===== src/rtl/clock_panel_pkg.sv =====
// Shared types and constants for the front-panel clock controller:
// panel FSM states, halt status encodings and the rate-select wrap point.
package clock_panel_pkg;

  typedef enum logic [1:0] {
    ST_RUN       = 2'd0,
    ST_HALTED    = 2'd1,
    ST_STEP_FALL = 2'd2,
    ST_STEP_RISE = 2'd3
  } panel_state_t;

  localparam logic [1:0] HALT_RUN   = 2'b00;
  localparam logic [1:0] HALT_STEP  = 2'b01;
  localparam logic [1:0] HALT_PANEL = 2'b10;
  localparam logic [1:0] HALT_CPU   = 2'b11;

  localparam logic [1:0] FREQ_WRAP  = 2'b11;

  function automatic logic [1:0] halt_code(input panel_state_t s);
    logic [1:0] code;
    case (s)
      ST_RUN:       code = HALT_RUN;
      ST_HALTED:    code = HALT_PANEL;
      ST_STEP_FALL: code = HALT_STEP;
      ST_STEP_RISE: code = HALT_STEP;
      default:      code = HALT_RUN;
    endcase
    return code;
  endfunction

  function automatic logic [1:0] next_freq(input logic [1:0] f);
    return (f == FREQ_WRAP) ? 2'b00 : f + 2'b01;
  endfunction

endpackage


===== src/rtl/debounce.sv =====
// Pushbutton conditioner: 2-FF synchronizer, stability counter and a
// one-cycle pulse on each accepted press (releases produce nothing).
module debounce #(
  parameter int DEBOUNCE_CYCLES = 500000
) (
  input  logic clk,
  input  logic reset,
  input  logic btn,
  output logic press
);

  localparam int CW = (DEBOUNCE_CYCLES > 1) ? $clog2(DEBOUNCE_CYCLES) : 1;
  localparam logic [CW-1:0] COUNT_LAST = CW'(DEBOUNCE_CYCLES - 1);

  logic          sync1;
  logic          sync2;
  logic          level;
  logic          level_prev;
  logic [CW-1:0] count;

  // The level only flips after DEBOUNCE_CYCLES consecutive disagreeing samples.
  always_ff @(posedge clk) begin
    if (reset) begin
      sync1      <= 1'b0;
      sync2      <= 1'b0;
      level      <= 1'b0;
      level_prev <= 1'b0;
      count      <= '0;
    end else begin
      sync1      <= btn;
      sync2      <= sync1;
      level_prev <= level;
      if (sync2 != level) begin
        if (count == COUNT_LAST) begin
          level <= sync2;
          count <= '0;
        end else begin
          count <= count + 1'b1;
        end
      end else begin
        count <= '0;
      end
    end
  end

  assign press = level & ~level_prev;

endmodule


===== src/rtl/clock_panel.sv =====
// Front-panel controller for a divided CPU clock: rate select, run/halt,
// single-step over one divided-clock period, and a timed reset pulse.
module clock_panel
  import clock_panel_pkg::*;
#(
  parameter int DEBOUNCE_CYCLES  = 500000,
  parameter int RST_PULSE_CYCLES = 16
) (
  input  logic       clk,
  input  logic       reset,
  input  logic       btn_freq,
  input  logic       btn_run,
  input  logic       btn_step,
  input  logic       btn_rst,
  input  logic       cpu_halt,
  input  logic       clk_out_fb,
  output logic [1:0] freq,
  output logic [1:0] halt,
  output logic       rst_out
);

  localparam int PW = $clog2(RST_PULSE_CYCLES + 1);
  localparam logic [PW-1:0] PULSE_LOAD = PW'(RST_PULSE_CYCLES);
  localparam logic [PW-1:0] PULSE_ONE  = PW'(1);

  logic freq_press;
  logic run_press;
  logic step_press;
  logic rst_press;

  logic [2:0]    fb_sync;
  logic          fb_rise;
  logic          fb_fall;
  logic [PW-1:0] pulse_cnt;

  panel_state_t state;
  panel_state_t state_next;
  logic [1:0]   halt_next;

  debounce #(.DEBOUNCE_CYCLES(DEBOUNCE_CYCLES)) u_deb_freq (
    .clk(clk), .reset(reset), .btn(btn_freq), .press(freq_press)
  );
  debounce #(.DEBOUNCE_CYCLES(DEBOUNCE_CYCLES)) u_deb_run (
    .clk(clk), .reset(reset), .btn(btn_run), .press(run_press)
  );
  debounce #(.DEBOUNCE_CYCLES(DEBOUNCE_CYCLES)) u_deb_step (
    .clk(clk), .reset(reset), .btn(btn_step), .press(step_press)
  );
  debounce #(.DEBOUNCE_CYCLES(DEBOUNCE_CYCLES)) u_deb_rst (
    .clk(clk), .reset(reset), .btn(btn_rst), .press(rst_press)
  );

  // Two stages resynchronize the divider clock; the third is for edge detection.
  always_ff @(posedge clk) begin
    if (reset) fb_sync <= '0;
    else       fb_sync <= {fb_sync[1:0], clk_out_fb};
  end

  assign fb_rise = fb_sync[1] & ~fb_sync[2];
  assign fb_fall = ~fb_sync[1] & fb_sync[2];

  always_ff @(posedge clk) begin
    if (reset)           freq <= 2'b00;
    else if (freq_press) freq <= next_freq(freq);
  end

  // rst_out is a single flop so the divider and CPU see a glitch-free reset.
  always_ff @(posedge clk) begin
    if (reset) begin
      pulse_cnt <= '0;
      rst_out   <= 1'b1;
    end else if (rst_press) begin
      pulse_cnt <= PULSE_LOAD;
      rst_out   <= 1'b1;
    end else begin
      rst_out <= (pulse_cnt > PULSE_ONE);
      if (pulse_cnt != '0) pulse_cnt <= pulse_cnt - 1'b1;
    end
  end

  always_ff @(posedge clk) begin
    if (reset) begin
      state <= ST_RUN;
      halt  <= HALT_RUN;
    end else begin
      state <= state_next;
      halt  <= halt_next;
    end
  end

  // Run always outranks step, and an active reset pulse parks the FSM in RUN.
  always_comb begin
    state_next = state;
    if (rst_out) begin
      state_next = ST_RUN;
    end else begin
      case (state)
        ST_RUN: begin
          if (run_press) state_next = ST_HALTED;
        end
        ST_HALTED: begin
          if (run_press)       state_next = ST_RUN;
          else if (step_press) state_next = ST_STEP_FALL;
        end
        ST_STEP_FALL: begin
          if (run_press)    state_next = ST_RUN;
          else if (fb_fall) state_next = ST_STEP_RISE;
        end
        ST_STEP_RISE: begin
          if (run_press)    state_next = ST_RUN;
          else if (fb_rise) state_next = ST_HALTED;
        end
        default: state_next = ST_RUN;
      endcase
    end
  end

  always_comb begin
    halt_next = cpu_halt ? HALT_CPU : halt_code(state_next);
  end

endmodule


===== config.mk =====
export PLATFORM = sky130hd
export DESIGN_NAME = clock_panel
export DESIGN_NICKNAME = d
export VERILOG_FILES = /design/src/rtl/clock_panel_pkg.sv /design/src/rtl/debounce.sv /design/src/rtl/clock_panel.sv
export SDC_FILE = /design/constraint.sdc
export NUM_CORES = 1
export LEC_CHECK = 0
export CAP_MARGIN = 20
export CORE_MARGIN = 8
export CORE_UTILIZATION = 55
export CTS_BUF_LIST = sky130_fd_sc_hd__clkbuf_4 sky130_fd_sc_hd__clkbuf_8
export CTS_CLUSTER_SIZE = 8
export DETAILED_ROUTE_END_ITERATION = 7
export PLACE_DENSITY = 0.72
export SLEW_MARGIN = 30
export SYNTH_ARGS = -nofsm -noshare
export SYNTH_HDL_FRONTEND = slang
export SYNTH_HIERARCHICAL = 1
export SYNTH_SLANG_ARGS = --single-unit

===== constraint.sdc =====
create_clock -name clk -period 3.06 [get_ports clk]
set_input_delay 0.306 -clock clk [delete_from_list [all_inputs] [get_ports clk]]
set_output_delay 0.306 -clock clk [all_outputs]
set_load 0.01 [all_outputs]

# Yosys cells after proc, flatten, opt, wreduce, memory -nomap -nowiden
# Cells that the tools add are included.
# word_totals
ff_bits	107
in_bits	8
output_inout_bits	5
wordCells	93
# classes
addsub	6
n_lt_le_gt_ge	1
n_eq_ne	15
muxes	14
n_bitwise	16
n_reduce_logical	14
# ops
cell	count
19-bit by 1-bit adder with 19-bit output (second input constant)	4
19-bit equality test (second input constant)	4
2-bit 2-to-1 mux	10
3-bit OR reduction	4
2-bit equality test (second input constant)	5
5-bit 2-to-1 mux	2
1-bit NOT	10
2-bit case mux with 4 select lines	1
2-bit AND reduction	4
1-bit bitwise AND	6
2-bit case mux with 3 select lines	1
5-bit by 1-bit > comparator with 1-bit output (second input constant)	1
5-bit nonzero test	1
5-bit by 1-bit subtractor with 5-bit output (second input constant)	1
2-bit by 1-bit equality test with 1-bit output (second input constant)	2
2-bit zero test	2
1-bit inequality test	4
2-bit OR reduction	2
2-bit by 1-bit adder with 2-bit output (second input constant)	1
2-bit nonzero test	1

# Logic depth before layout (Yosys ltp)
# Gate-level depths: netlist of the first run.
# depth
ltp_word	10
depth_mapped	6
depth_no_buf	5

# Cells and area by module
# Netlist of the first run, hierarchy kept.
# by_module_without_submodules
mod	instances	cells_each	area_per_inst_um2	seq_area_each_um2
debounce	4	109	999.7	460.4
clock_panel	1	67	644.4	300.3

# Least setup slack after synthesis of the first run
# No wires, ideal clock.
# synth_path
path_kind	register to register
startpoint	register u_deb_freq.count[0]
endpoint	register u_deb_freq.count[10]
setup_ns	0.115
arrival_time_ns	1.697
required_time_ns	2.945
slack_ns	1.249
path_stages_with_launch	7
path_buffers	1
period_less_slack_ns	1.811
cell_sequence	dfxtp_1 > ha_1 > nand3_2 > or4_4 > o31ai_4 > buf_6 > nor2_1
# synth_between
elab_chain_cells	2
elab_cells_between_ends	3
classes_between	1 x add/sub; 1 x eq/ne; 1 x reduce/logical
# synth_lines
element	line	rtl
from (decl)	debounce.sv:19	logic [CW-1:0] count;
from (signal assigned)	debounce.sv:38	count <= count + 1'b1;
branches (longest 2 deep; another with 19-bit by 1-bit adder with 19-bit output)	n/a	
# Parallel ways; which one is timed is not known.
# A chain may end at the register's enable or synchronous reset.

# Worst setup path in the final report of the first run
# layout_path
startpoint	register u_deb_step.count[0]
endpoint	register u_deb_step.count[5]
# layout_between
elab_chain_cells	2
elab_cells_between_ends	3
classes_between	1 x add/sub; 1 x eq/ne; 1 x reduce/logical
# layout_lines
element	line
from (decl)	debounce.sv:19
from (signal assigned)	debounce.sv:38
branches (longest 2 deep; another with 19-bit by 1-bit adder with 19-bit output)	n/a
# Parallel ways; which one is timed is not known.

==> results of run 1 <==
cell usage after synthesis (all sizes together):
| cell type | n | area, um^2 |
|---|---|---|
| mux2 | 4 | 45.0 |
| buf | 4 | 45.0 |
| ha | 8 | 100 |
| a211oi | 1 | 7.51 |
| o211ai | 1 | 7.51 |
| xor2 | 8 | 70.1 |
| nand2b | 1 | 6.26 |
| nor4 | 21 | 131 |
| and4b | 1 | 10.0 |
| nand3 | 24 | 140 |
| nor3b | 3 | 22.5 |
| a2111oi | 1 | 15.0 |
| a31o | 4 | 35.0 |
| or4b | 1 | 13.8 |
| mux2i | 3 | 30.0 |
| nor3 | 24 | 120 |
| dfxtp | 107 | 2140 |
| clkbuf | 1 | 3.75 |
| or4 | 9 | 82.6 |
| o31ai | 8 | 115 |
| inv | 26 | 97.6 |
| nand2 | 21 | 78.8 |
| or3b | 4 | 35.0 |
| a21oi | 20 | 100 |
| o41ai | 5 | 43.8 |
| and3 | 4 | 30.0 |
| or2 | 5 | 41.3 |
| nand4 | 28 | 175 |
| nor2 | 82 | 308 |
| xnor2 | 51 | 447 |
| nor2b | 23 | 144 |
state kept, by name, indices dropped and copies added (netlist names), 2 cells and up:
name              flops
fb_sync               3
freq                  2
halt                  2
pulse_cnt             5
state                 2
u_deb_freq/count     19
u_deb_rst/count      19
u_deb_run/count      19
u_deb_step/count     19
final timing paths:
kind | start | endpoint | slack (ns) | cells past startpoint
max | u_deb_step/count[0] | u_deb_step/count[5] | 0.88 | 5
min | u_deb_freq/sync1 | u_deb_freq/sync2 | 0.45 | 1
max reg2reg | u_deb_step/count[0] | u_deb_step/count[5] | 0.88 | 5
min reg2reg | u_deb_freq/sync1 | u_deb_freq/sync2 | 0.45 | 1
power by group through the flow:
stage | Combinational (mW) | Sequential (mW) | Clock (mW)
2_1_floorplan | 0.206 | 1.51 | 0
3_3_place_gp | 0.257 | 1.52 | 0
3_5_place_dp | 0.266 | 1.52 | 0
4_1_cts | 0.270 | 1.49 | 1.09
5_1_grt | 0.302 | 1.50 | 1.14
6_report | 0.266 | 1.49 | 1.05
layout make-up:
cell class	instances	area, um^2	share of cell area, %
Clock inverter	6	120	2.35
Sequential cell	107	2140	41.8
Clock buffer	10	138	2.69
Multi-Input combinational cell	365	2350	46.0
Timing Repair Buffer	14	135	2.64
Inverter	26	97.6	1.91
Tap cell	105	131	2.57
routing by layer:
layer  up-vias  routed length (um)  GRT usage, %
met1      1653                3880          17.9
met4         0                  70          3.87
met2        48                3920          25.7
met5         -                   0             0
met3         7                 326          4.49
li1       1804                   -             -
stage by stage:
step                instances  power, mW  cell area [um^2]
floorplan                 503       1.72              4640
global placement          617       1.78              4860
detailed placement        617       1.79              4860
CTS                       633       2.85              5120
global route              633       2.94              5120
finish                    633       2.81              5120
critical path, delay by kind of cell (launching register included):
family                   cells  cell delay [ns]
flip-flops                   1             0.39
AO/OA/AOI/OAI                1             0.62
AND/OR/NAND/NOR              3             0.77
adder cells (fa/ha/maj)      1             0.24
logic make-up (layout without fill, tap and decap cells):
group                    Yosys count  count (layout)  share of synthesized area (%)
flip-flops                       107             107                           46.1
multiplexers                       7               7                           1.62
AO/OA/AOI/OAI                     40              40                           6.98
XOR/XNOR                          59              59                           11.1
buffers and inverters             31              56                           3.15
AND/OR/NAND/NOR                  251             251                           28.8
adder cells (fa/ha/maj)            8               8                           2.16
==> flow_summary.toml, run 1 <==
[clocking]
clk_latency_ns = 0.36
cts_buffers = 9
clk_pin_slew_ns = 0.10
htree_levels = 3
cts_resized = 0
clk_root_buffer_cell = "clkbuf_8"
hold_buffers = 0
clock_path_buffers = 2
cts_tree = "yes"
cts_sinks = 107
post_cts_buffers = 0

[placed_design]
placement.io_buffers = 12
gp_congestion = 0.798
dpl_worst_slack_ns = 0.868
hpwlAfterDp_um = 5700

[power]
intPower_mw = 2.16
p_comb_share_pct = 9.5
switching_share_pct = 23.0
clockPowerShare_pct = 37.4
ir_drop_mv = 0.290
p_per_area_mw_per_mm2 = 548
leakagePower_nw = 1.50
power_frac_seq_pct = 53.1
switchingPower_mw = 0.644

[floorplanning]
dieHeight_um = 108
die_area_mm2 = 0.0116
rows = 33
dieWidth_um = 108
core-area_mm2 = 0.00822
initial_utilization_pct = 56.5
ios = 13

[drt]
postRouteWirelength_um = 8200
routedWlPerCell_um = 13.0
drc = 0
antenna_left = 0
drt_iter0_drc = 121
first_pass_iters = 4
via_count = 3512
detail_route.vias_per_cell = 5.55

[min_path]
hold_path.class = "flop to flop"

[sta]
whs_ns = 0.450
maxSlewHeadroom_pct = 49.0
fmax_ghz = 0.459
drv_slew = 0
rsz0062_at_grt = "no"
skew_ns = 0.00833
finalCritPeriodShare_pct = 71.2
fin_ws_ns = 0.881
finalHoldViolCount = 0
tightest_slew_ns = 0.764
setup_tns_ns = 0
setup_viol = 0
period_minus_slack_ns = 2.18

[yosys]
syn_area_mm2 = 0.00464
synth_area_per_cell_um2 = 9.23
synth-seq-cells = 107
seq_area_frac_synth_pct = 46.1
synthCells = 503
syn_nets = 519
yosysUniqueCellTypes = 35
synth_warnings = 6

[layout]
n_antenna_cell = 0
drive_gt1_share_pct = 9.28
fin_nets = 539
final_util_pct = 62.3
fillerInstances = 693
syn_to_final_growth_pct = 10.2
final_cell_mix = "dfxtp_1 (107), nor2_1 (82), xnor2_1 (51)"
final_common_cell = "dfxtp_1"

[worst_setup_path]
crit_arrival_ns = 2.39
worstPathCellList = "ha_1 > nand3_2 > or4_4 > o31ai_4 > nor2_1"
critical-path-max-stage-delay_ns = 0.62
critPathCaptureType = "flop"
critPathMaxFanout = 19
cp_slowest_cell = "o31ai_4"
critPathLaunchType = "flop"
worstSetupPathType = "flop to flop"
critPathRequiredTime_ns = 3.27

[run]
drv_cap = 0

[global_route]
gr-total-overflow = 0
track_usage_pct = 15.0
grt_pass1_wl_um = 14600
grt_pass1_vias = 3416
antenna_found_initial = 0
grt_max_degree = 20

[status]
status = "complete, no violations"
Power figures use the tool's default switching activity.
==> inputs of run 2 (changes only) <==
==> constraint.sdc (replaced) <==
create_clock -name clk -period 2.05 [get_ports clk]
set_input_delay 0.205 -clock clk [delete_from_list [all_inputs] [get_ports clk]]
set_output_delay 0.205 -clock clk [all_outputs]
set_load 0.01 [all_outputs]
==> run 2 against run 1 <==
  * Die area did not move
  * Core utilization up 0.90 points
  * Sequential share of layout area decreased by 0.59 points
  * Clock skew increased by 0.0019 ns
  * Cell count is 2.5% higher
  * Combinational power increased by 50%
  * Largest power group unchanged
==> flow_summary.toml, run 2 (synthesis gave the netlist of run 1 again) <==
[status]
status = "complete, no violations"

[layout]
final_util_pct = 63.2
fin_cells = 649
final_common_cell = "dfxtp_1"
multiInputGateArea_mm2 = 0.00235
final_cell_mix = "dfxtp_1 (107), nor2_1 (82), xnor2_1 (51)"
seq_area_mm2 = 0.00214
n_antenna_cell = 0
fillerInstances = 693
design_area_mm2 = 0.00519
drive_gt1_share_pct = 11.9
fin_nets = 557
syn_to_final_growth_pct = 11.8

[global_route]
gr-total-overflow = 0
grt_pass1_vias = 3289
antenna_found_initial = 0
grt_max_degree = 34
grt_pass1_wl_um = 14200
track_usage_pct = 14.6

[clocking]
clk_pin_slew_ns = 0.09
post_cts_buffers = 0
cts_resized = 0
clock_path_buffers = 2
cts_buffers = 9
clk_latency_ns = 0.35
htree_levels = 3
cts_tree = "yes"
cts_sinks = 107
hold_buffers = 0
clk_root_buffer_cell = "clkbuf_8"

[worst_setup_path]
cp_top_family = "simple AND/OR/NAND/NOR gates"
worstSetupPathType = "flop to flop"
critPathMaxFanout = 4
worstPathCellList = "ha_1 > nand3_2 > or4_4 > nor3_1 > mux2_2"
crit_arrival_ns = 2.05
critPathLaunchType = "flop"
worst-path-buf-inv = 0
critPathCaptureType = "flop"
critPathRequiredTime_ns = 2.29
cp_slowest_cell = "or4_4"
critical-path-max-stage-delay_ns = 0.44

[floorplanning]
die_area_mm2 = 0.0116
core-area_mm2 = 0.00822
dieHeight_um = 108
ios = 13
rows = 33
initial_utilization_pct = 56.5
dieWidth_um = 108

[power]
finalPower_mw = 3.76
p_per_area_mw_per_mm2 = 724
leakagePower_nw = 1.55
ir_drop_mv = 0.389

[sta]
setup_viol = 0
fin_ws_ns = 0.246
whs_ns = 0.398
fmax_ghz = 0.554
maxSlewHeadroom_pct = 71.5
finalHoldViolCount = 0
drv_slew = 0
finalCritPeriodShare_pct = 88.0
period_minus_slack_ns = 1.80
skew_ns = 0.0102
tightest_slew_ns = 0.423
rsz0062_at_grt = "no"
setup_tns_ns = 0

[drt]
antenna_left = 0
drt_iter0_drc = 125
detail_route.vias_per_cell = 5.41
first_pass_iters = 4
via_count = 3514
routedWlPerCell_um = 12.3
postRouteWirelength_um = 8000
drc = 0

[placed_design]
dpl.cell_count = 635
placed_cell_area_mm2 = 0.00502
placement.io_buffers = 12
gp_congestion = 0.835
hpwlAfterDp_um = 5690
dpl_worst_slack_ns = 0.269

[min_path]
hold_path.class = "primary input to flop"

[run]
drv_cap = 0
-- run 2: cell types whose count changed in the layout (fill, tap and decap cells not counted) --
cell	previous run	this run
buf_12	0	2
buf_4	2	18
bufinv_16	3	0
clkbuf_4	0	1
clkbuf_8	10	11
clkinv_2	0	1
inv_8	2	0
-- run 2: worst reg2reg max path, cell delays in order (launching register included) --
cell,delay (ns)
dfxtp_1,0.38
ha_1,0.23
nand3_2,0.09
or4_4,0.44
nor3_1,0.19
mux2_2,0.36
-- run 2: worst paths after layout --
check                           to                 from  depth (start not counted)  slack (ns)
hold / removal     u_deb_rst/sync1              btn_rst                          2        0.40
hold reg to reg   u_deb_freq/sync2     u_deb_freq/sync1                          1        0.44
setup / recovery  u_deb_freq/level  u_deb_freq/count[0]                          5        0.25
setup reg to reg  u_deb_freq/level  u_deb_freq/count[0]                          5        0.25
-- run 2: cell type report --
| class | count | share of cell area [%] |
|---|---|---|
| clock buffers | 12 | 3.06 |
| multi-input cells | 365 | 45.3 |
| clock inverters | 2 | 0.241 |
| flip-flops and latches | 107 | 41.3 |
| well taps | 105 | 2.53 |
| inverters | 26 | 1.88 |
| repair buffers | 32 | 5.69 |
-- run 2: metal layers --
metal | global-route usage (%) | routed length (um) | share of wire [%]
met5 | 0 | 0 | 0
met2 | 24.7 | 3790 | 47
met1 | 17.3 | 3860 | 48
met4 | 5.85 | 127 | 1.6
met3 | 3.47 | 219 | 2.7
-- run 2: where the power goes --
part,switching (mW),internal (mW)
registers,0.0721,2.15
logic,0.176,0.222
clock network,0.633,0.508
total,0.881,2.88
